<file path="src/rtl/rs_syndrome_calc_pkg.sv">
`default_nettype none
//------------------------------------------------------------------------------
// Module : rs_syndrome_calc_pkg
// Purpose: Shared RS(255,223) constants and GF(2^8) helper functions,
//          p(x) = x^8 + x^4 + x^3 + x^2 + 1 (0x11d). These are the same field
//          and root powers that the encoder uses.
// Contents: N, K, NSYM, PRIM_POLY, LAST_SLOT, gf2_8_add, gf2_8_mul, alpha_pow
// Revision: 1.0  initial release
//------------------------------------------------------------------------------
package rs_syndrome_calc_pkg;

   localparam int          N         = 255;
   localparam int          K         = 223;
   localparam int          NSYM      = N - K;
   localparam logic [8:0]  PRIM_POLY = 9'h11d;
   localparam logic [7:0]  LAST_SLOT = 8'(N - 1);

   // Addition in GF(2^8) is a bitwise XOR.
   function automatic logic [7:0] gf2_8_add(input logic [7:0] a, input logic [7:0] b);
      return a ^ b;
   endfunction

   // Shift-and-reduce multiply. When one operand is a constant, synthesis
   // folds this function into a small fixed XOR network.
   function automatic logic [7:0] gf2_8_mul(input logic [7:0] a, input logic [7:0] b);
      logic [7:0] p;
      logic [7:0] t;
      p = 8'h00;
      t = a;
      for (int i = 0; i < 8; i++) begin
         if (b[i]) p = p ^ t;
         t = t[7] ? ((t << 1) ^ PRIM_POLY[7:0]) : (t << 1);
      end
      return p;
   endfunction

   // alpha^e with alpha = 0x02; this is evaluated only at elaboration time to
   // build the constant root powers ALPHA_POW_1..ALPHA_POW_32.
   function automatic logic [7:0] alpha_pow(input int e);
      logic [7:0] v;
      v = 8'h01;
      for (int i = 0; i < e; i++) v = gf2_8_mul(v, 8'h02);
      return v;
   endfunction

endpackage : rs_syndrome_calc_pkg
`default_nettype wire

</file>
<file path="src/rtl/rs_synd_cell.sv">
`default_nettype none
//------------------------------------------------------------------------------
// Module : rs_synd_cell
// Purpose: One syndrome accumulator. It evaluates r(x) at the constant root
//          COEF using Horner's rule, one symbol per enabled cycle.
// Ports  : clk, rst     clock and async active-high reset
//          i_en         symbol accepted this cycle
//          i_first      symbol is slot 0 (this restarts the evaluation)
//          i_data       received symbol
//          o_acc_next   next-state accumulator value (the value after this symbol)
// Revision: 1.0  initial release
//------------------------------------------------------------------------------
module rs_synd_cell
   import rs_syndrome_calc_pkg::*;
#(
   parameter logic [7:0] COEF = 8'h02
) (
   input  logic       clk,
   input  logic       rst,
   input  logic       i_en,
   input  logic       i_first,
   input  logic [7:0] i_data,
   output logic [7:0] o_acc_next
);

   logic [7:0] r_acc;
   logic [7:0] w_scaled;

   // Slot 0 discards the old value. Because of this, no explicit clear is
   // needed between frames.
   assign w_scaled   = i_first ? 8'h00 : gf2_8_mul(r_acc, COEF);
   assign o_acc_next = gf2_8_add(w_scaled, i_data);

   always_ff @(posedge clk or posedge rst) begin
      if (rst)       r_acc <= 8'h00;
      else if (i_en) r_acc <= o_acc_next;
   end

endmodule : rs_synd_cell
`default_nettype wire

</file>
<file path="src/rtl/rs_syndrome_calc.sv">
`default_nettype none
//------------------------------------------------------------------------------
// Module : rs_syndrome_calc
// Purpose: RS(255,223) syndrome calculator. It computes S_j = r(alpha^j) for
//          j = 1..32 over a stream of symbols ordered highest-degree first.
//          Each result bundle goes out over a valid/ready handshake.
// Ports  : clk, rst               clock, async active-high reset
//          din_valid/din_sof      input qualifier / first-symbol marker
//          data_in[7:0]           received symbol
//          synd_valid/synd_ready  output handshake
//          syndromes[255:0]       S_j in bits [8j-1:8j-8]
//          synd_err               any S_j non-zero (qualified by synd_valid)
//          overrun                pulse: a finished bundle was dropped
//          sync_err               pulse: din_sof arrived mid-frame
// Revision: 1.0  initial release
//------------------------------------------------------------------------------
module rs_syndrome_calc
   import rs_syndrome_calc_pkg::*;
(
   input  logic         clk,
   input  logic         rst,
   input  logic         din_valid,
   input  logic         din_sof,
   input  logic [7:0]   data_in,
   output logic         synd_valid,
   input  logic         synd_ready,
   output logic [255:0] syndromes,
   output logic         synd_err,
   output logic         overrun,
   output logic         sync_err
);

   logic [7:0]   r_cnt;
   logic [255:0] r_synd;
   logic         r_valid;
   logic         r_err;
   logic         r_overrun;
   logic         r_sync_err;

   logic [7:0]   w_slot;
   logic         w_first;
   logic         w_last;
   logic         w_sync;
   logic         w_load;
   logic         w_drop;
   logic [255:0] w_acc_next;

   // A qualified sof forces slot 0 regardless of the running count.
   assign w_slot  = (din_valid && din_sof) ? 8'd0 : r_cnt;
   assign w_first = (w_slot == 8'd0);
   assign w_last  = din_valid && (w_slot == LAST_SLOT);
   assign w_sync  = din_valid && din_sof && (r_cnt != 8'd0);

   // A completed frame loads the output register unless a bundle is still
   // being held. A handshake in the same cycle frees the register in time.
   assign w_load  = w_last && (!r_valid || synd_ready);
   assign w_drop  = w_last && r_valid && !synd_ready;

   genvar j;
   generate
      for (j = 1; j <= NSYM; j++) begin : g_cell
         rs_synd_cell #(
            .COEF (alpha_pow(j))
         ) u_cell (
            .clk        (clk),
            .rst        (rst),
            .i_en       (din_valid),
            .i_first    (w_first),
            .i_data     (data_in),
            .o_acc_next (w_acc_next[8*j-1 -: 8])
         );
      end
   endgenerate

   always_ff @(posedge clk or posedge rst) begin
      if (rst) begin
         r_cnt      <= 8'd0;
         r_synd     <= '0;
         r_valid    <= 1'b0;
         r_err      <= 1'b0;
         r_overrun  <= 1'b0;
         r_sync_err <= 1'b0;
      end else begin
         if (din_valid)
            r_cnt <= (w_slot == LAST_SLOT) ? 8'd0 : w_slot + 8'd1;
         r_sync_err <= w_sync;
         r_overrun  <= w_drop;
         if (w_load) begin
            r_synd  <= w_acc_next;
            r_err   <= |w_acc_next;
            r_valid <= 1'b1;
         end else if (r_valid && synd_ready) begin
            r_valid <= 1'b0;
         end
      end
   end

   assign synd_valid = r_valid;
   assign syndromes  = r_synd;
   assign synd_err   = r_err;
   assign overrun    = r_overrun;
   assign sync_err   = r_sync_err;

endmodule : rs_syndrome_calc
`default_nettype wire

</file>
<file path="config.mk">
export PLATFORM = sky130hd
export DESIGN_NAME = rs_syndrome_calc
export DESIGN_NICKNAME = d
export VERILOG_FILES = /design/src/rtl/rs_syndrome_calc_pkg.sv /design/src/rtl/rs_synd_cell.sv /design/src/rtl/rs_syndrome_calc.sv
export SDC_FILE = /design/constraint.sdc
export NUM_CORES = 2
export LEC_CHECK = 0
export CORE_ASPECT_RATIO = 1.75
export CORE_MARGIN = 2
export CORE_UTILIZATION = 45
export CTS_CLUSTER_SIZE = 12
export DETAILED_ROUTE_END_ITERATION = 16
export PLACE_DENSITY = 0.64
export SLEW_MARGIN = 20
export SYNTH_ARGS = -nofsm -noshare
export SYNTH_HDL_FRONTEND = slang
export SYNTH_SLANG_ARGS = --single-unit
</file>
<file path="constraint.sdc">
create_clock -name clk -period 16.3 [get_ports clk]
set_input_delay 2.445 -clock clk [delete_from_list [all_inputs] [get_ports clk]]
set_output_delay 2.445 -clock clk [all_outputs]
set_load 0.005 [all_outputs]
</file>
# [Word level (Yosys, flattened, before mapping)]
# Cells that the tools add are included.
[op_classes] shifts=0 reduce_logical=14 add_sub_neg=1 n_bitwise=260 div=0 order_cmp=0 multipliers=0 n_mux=202 eq_ne=1
[ops] cell="5-bit two-way mux" count=166
[ops] cell="8-bit bitwise XOR" count=94
[ops] cell="4-bit NOT" count=166
[ops] cell="8-bit two-way mux" count=34
[ops] cell="256-bit OR reduction" count=1
[ops] cell="8-bit by 1-bit adder with 8-bit output (second input constant)" count=1
[ops] cell="8-bit equality test (second input constant)" count=1
[ops] cell="8-bit zero test" count=1
[ops] cell="8-bit nonzero test" count=1
[ops] cell="1-bit logical AND" count=7
[ops] cell="1-bit zero test" count=2
[ops] cell="1-bit two-way mux" count=2
[ops] cell="2-bit nonzero test" count=1
[ops] cell="1-bit logical OR" count=1
[word_totals] latch_bits=0 n_memories=0 out_inout_bits=260 ramBits=0 register_bits=524 in_bits=13 rom_bits=0

# [Logic depth before layout (Yosys ltp)]
[depth] word_depth=18 mapped_depth=16 mapped_depth_nobuf=13

# [Hierarchy]
# A second synthesis with hierarchy kept.
[hier_totals] cells_unflattened=3046 hier_area_um2=33374.5
[by_module_without_submodules] mod="rs_syndrome_calc" seq_area_each_um2=6706.4 instances=1 cells_each=701 area_each_um2=10859.2
[by_module_without_submodules] mod="rs_synd_cell at g_cell[13].u_cell" seq_area_each_um2=200.2 instances=1 cells_each=109 area_each_um2=1017.2
[by_module_without_submodules] mod="rs_synd_cell at g_cell[24].u_cell" seq_area_each_um2=200.2 instances=1 cells_each=111 area_each_um2=920.9
[by_module_without_submodules] mod="rs_synd_cell at g_cell[31].u_cell" seq_area_each_um2=200.2 instances=1 cells_each=90 area_each_um2=863.3
[by_module_without_submodules] mod="rs_synd_cell at g_cell[8].u_cell" seq_area_each_um2=200.2 instances=1 cells_each=91 area_each_um2=863.3
[by_module_without_submodules] mod="rs_synd_cell at g_cell[6].u_cell" seq_area_each_um2=200.2 instances=1 cells_each=96 area_each_um2=859.6
[by_module_without_submodules] mod="rs_synd_cell at g_cell[25].u_cell" seq_area_each_um2=200.2 instances=1 cells_each=107 area_each_um2=850.8
[by_module_without_submodules] mod="rs_synd_cell at g_cell[16].u_cell" seq_area_each_um2=200.2 instances=1 cells_each=93 area_each_um2=820.8
[by_module_without_submodules] mod="rs_synd_cell at g_cell[19].u_cell" seq_area_each_um2=200.2 instances=1 cells_each=83 area_each_um2=798.3
[by_module_without_submodules] mod="rs_synd_cell at g_cell[18].u_cell" seq_area_each_um2=200.2 instances=1 cells_each=86 area_each_um2=784.5
[by_module_without_submodules] mod="rs_synd_cell at g_cell[10].u_cell" seq_area_each_um2=200.2 instances=1 cells_each=73 area_each_um2=770.7
[by_module_without_submodules] mod="rs_synd_cell at g_cell[17].u_cell" seq_area_each_um2=200.2 instances=1 cells_each=80 area_each_um2=763.2
[by_module_without_submodules] mod="rs_synd_cell at g_cell[32].u_cell" seq_area_each_um2=200.2 instances=1 cells_each=81 area_each_um2=754.5
[by_module_without_submodules] mod="rs_synd_cell at g_cell[5].u_cell" seq_area_each_um2=200.2 instances=1 cells_each=83 area_each_um2=750.7
[by_module_without_submodules] mod="19 more rows"

# [Worst setup path after synthesis]
# OpenSTA, ideal clock, no wires.
[synth_path] path_kind="in2reg" from="in din_valid" to="reg r_err (netlist: synd_err)" t_arrival_ns=5.357 slack_ns=10.822 cell_stages=15 path_cell_list="clkbuf_1 -> nand2_1 -> nand2_1 -> ha_1 -> or3b_2 -> o21ai_2 -> buf_4 -> buf_4 -> nor2_1 -> xnor2_2 -> nand4_1 -> or4_1 -> nor4_1 -> nand4_1 -> o22a_1"
[synth_via] elab_chain_cells=6 word_cells_on_any_way=71 classes_between="eq/ne (1); mux (33); bitwise (32); reduce/logical (5)"
[synth_lines] element="start, declared" line_no="rs_syndrome_calc.sv:22" rtl="input logic din_valid,"
[synth_lines] element="1-bit logical AND" line_no="rs_syndrome_calc.sv:49" rtl="assign w_slot = (din_valid && din_sof) ? 8'd0 : r_cnt;"
[synth_lines] element="8-bit two-way mux" line_no="rs_syndrome_calc.sv:49"
[synth_lines] element="8-bit zero test" line_no="rs_syndrome_calc.sv:50" rtl="assign w_first = (w_slot == 8'd0);"
[synth_lines] element="8-bit two-way mux" line_no="rs_synd_cell.sv:31" rtl="assign w_scaled = i_first ? 8'h00 : gf2_8_mul(r_acc, COEF);"
[synth_lines] element="8-bit bitwise XOR" line_no="rs_syndrome_calc_pkg.sv:20" rtl="return a ^ b;"
[synth_lines] element="256-bit OR reduction" line_no="rs_syndrome_calc.sv:90" rtl="r_err <= |w_acc_next;"
[synth_lines] element="end signal, assigned" line_no="rs_syndrome_calc.sv:90"
[synth_lines] element="end, declared" line_no="rs_syndrome_calc.sv:36" rtl="logic r_err;"
# Parallel ways exist; a longest one is shown, timed or not.
# A chain may end at the register's enable or synchronous reset.

# [Worst setup path in the final report]
# Ends and elaborated chain as after synthesis.

==> impl_results.md <==
- Final Routed Wirelength: 108000 um
- Die Y: 345 um
- DRT iter0 DRCs: 2232
- Worst vdd ir: 104 uV
- N_diodes: 0
- Part of the cycle the worst path needs: 0.482
- Most common cell after layout, fill and taps aside: dfrtp_1
- Post-synth ARST share: 1.00
- CP Cell Sequence: buf_8, nand2_1, nand2_1, ha_1, or3b_2, o21ai_4, buf_4, buf_4, buf_4, nor2_1, xnor2_1, nand4_1, nor4_1, o2111ai_1, or4_1, o22a_1
- H-tree depth: 2
- R2R depth: 14
- Post-synth EDFFs: 0
- Critical Path End Type: register
- Syn-to-layout area delta: 15.8%
- Pins Over Slew Limit: 0
- Synth Flop Type: dfrtp_1
- Root Buffer: clkbuf_16
- Cts hold-fix bufs: 0
- Final std cells w/o fill: 4399
- Crit path depth: 16
- Sw power: 4.51 mW
- Clock transition at the registers of the reported paths: 60 ps
- Warnings, synthesis: 0
- Worst-Skew Late Latency: 630 ps
- GPL Wtd Cong: 0.970
- Post-CTS setup buffer count: 0
- IO buf count: 272
- Min Hold Slack: 473 ps
- CTS tree: yes
- Max Clock Freq: 0.127 GHz
- Worst-Margin Slew: 1200 ps
- Dpl hpwl: 77200 um
- Mapped Avg Cell Area: 8.83 um2
- Commonest non-fill, non-tap cells in the layout: 524 x dfrtp_1, 508 x xnor2_1, 461 x nor2_1
- Initial antenna violation count: 2
- Design area: 34500 um2
- Crit path time final: 7860 ps
- Comb pwr share: 0.634
- Final hold viol count: 0
- Final Util: 0.527
- Mapped Cells: 3378
- Layout Skew: 19.1 ps
- Die area: 68400 um2
- Post-Syn Area: 29800 um2
- WP data required: 16810 ps
- WHS Path Cells: 2
- Number of core rows: 124
- DR vias/cell: 5.65
- Synthesis-stage register bit count: 524
- Hold path endpoint: syndromes[128]
- Startpoint types: input port
- Cell-internal power: 4.40 mW
- Total negative setup slack: 0 ps
- Slowest cell on crit path: buf_4
- Total number of vias: 24900
- Number of global-route vias before repair: 24100
- Clock buffer depth: 3
- Synth unique cells: 69
- Routed length per instance: 24.6 um
- DP Worst Slack: 7830 ps
- Post-route ant nets: 0
- Critical path class: input port to register
- PostCTS Resize Cnt: 0
- Sequential power share: 0.239
- WP data arrival: 8370 ps
- # IOs: 273
- Final Power: 8.91 mW
- Overall routing resource usage: 0.317
- Top delay family on crit path: buffers and inverters
- Finish-stage setup viols: 0
- Placed cells: 4326
- Outcome: completed
- Fillers: 6147
- DP Area: 33000 um2
- Worst reg2reg startpoint: r_cnt[0]
- Worst path max stage delay: 700 ps
- Post-synthesis sequential area ratio: 0.440
- First-pass GRT wire length: 159000 um
- Layout cells sized above 1: 0.0407
- Initial Util: 0.455
- Final WS setup: 8440 ps
- DRC: 0
- Slew margin rel.: 0.193
- Max cap viols: 0
- HP Start: syndromes[128]
- Crit-path max FO: 164
- Reg2reg setup slack: 10870 ps
- Most frequent cell on the critical path: buf_4
- Core Region: 65500 um2
- CTS Buf Count: 52
- Synth Net Count: 3394
- Num Clock Sinks: 524
- Clock share of power: 0.126
- Pwr per Cell Area: 258 nW/um2
- Congestion Overflow GR: 0
- HP Class: register to register
- Reg2Reg Capture Point: synd_err
- RSZ-0062 raised after global routing: no
- Die X: 199 um
- Final net count: 3515
- Static leakage power: 13.9 nW
- Largest net degree at the start of global routing: 248
- Switching part of the total: 0.506
- CP bufs+invs: 4
- Pre-Repair DR Iteration Count: 5
==> worst max path at each step <==
stage,start,endpoint,slack (ps)
floorplan,rst,g_cell[10].u_cell.r_acc[0],6730
global placement,din_valid,synd_err,7990
detailed placement,din_valid,synd_err,7830
CTS,din_valid,synd_err,8460
global route,din_valid,synd_err,8120
finish,din_valid,synd_err,8440
==> state kept, by name (all words and copies together) (netlist names) <==
register	cells
g_cell.u_cell.r_acc	256
sync_err	1
overrun	1
syndromes	256
synd_err	1
synd_valid	1
r_cnt	8
==> final cells by class <==
| class | instances | area (um2) | area share |
|---|---|---|---|
| clock buffers | 66 | 1420 | 0.0410 |
| inverters | 21 | 82.6 | 0.00239 |
| multi-input cells | 2582 | 15700 | 0.455 |
| repair buffers | 318 | 3080 | 0.0892 |
| flip-flops and latches | 524 | 13100 | 0.380 |
| clock inverters | 6 | 36.3 | 0.00105 |
| well taps | 882 | 1100 | 0.0320 |
==> cell families after synthesis <==
group	count (synthesis)	synth area share
AOI/OAI and AO/OA	779	0.144
DFF	524	0.440
xor gates and xnor gates	690	0.218
adders and majority gates	3	0.00126
buffers and inverters	272	0.0355
muxes	23	0.00806
and+or+nand+nor	1087	0.154
==> layer usage <==
layer	up-vias	global-route usage	share of wire	wire, um
li1	11500	-	-	-
met1	12000	0.361	0.36	39000
met2	1000	0.533	0.49	52600
met3	350	0.0508	0.062	6730
met4	4	0.238	0.090	9680
met5	-	0	0.00029	31
==> power groups by stage <==
stage / clock network, mW / registers, mW / logic (mW)
finish: 1.13 / 2.13 / 5.65
global route: 1.19 / 2.17 / 6.03
CTS: 1.14 / 2.12 / 5.57
detailed placement: 0 / 2.14 / 5.54
global placement: 0 / 2.14 / 5.51
floorplan: 0 / 1.94 / 3.99
==> tightest hold or removal path: cells and delay by family, from the launching register on <==
| family | cells | cell delay [ps] |
|---|---|---|
| simple gates | 1 | 40 |
| flops | 1 | 340 |
| compound gates | 1 | 60 |
==> cell usage after synthesis, drive strengths merged, types with 4 or more instances <==
master,instances,share of area
dfrtp,524,0.44
xnor2,513,0.15
nor2,461,0.058
nand2,418,0.053
o21ai,350,0.059
a21oi,298,0.050
clkbuf,194,0.024
xor2,146,0.043
buf,57,0.0085
nand3,33,0.0055
nor3,33,0.0055
nand4,29,0.0061
xnor3,25,0.019
a31oi,21,0.0044
inv,21,0.0026
nor4,21,0.0044
mux2i,15,0.0050
nor2b,14,0.0029
o32ai,14,0.0041
nand2b,13,0.0027
nor3b,12,0.0030
and3,10,0.0021
o21a,10,0.0025
or4,10,0.0026
o22ai,9,0.0019
a21o,8,0.0020
and2,8,0.0017
mux2,8,0.0030
a211oi,7,0.0018
o2111ai,7,0.0021
or3,7,0.0015
a2bb2oi,6,0.0018
a32oi,6,0.0018
xor3,6,0.0048
nor4b,5,0.0015
o31ai,5,0.0013
and4,4,0.0012
No activity file was read; power rests on OpenSTA's default activity.
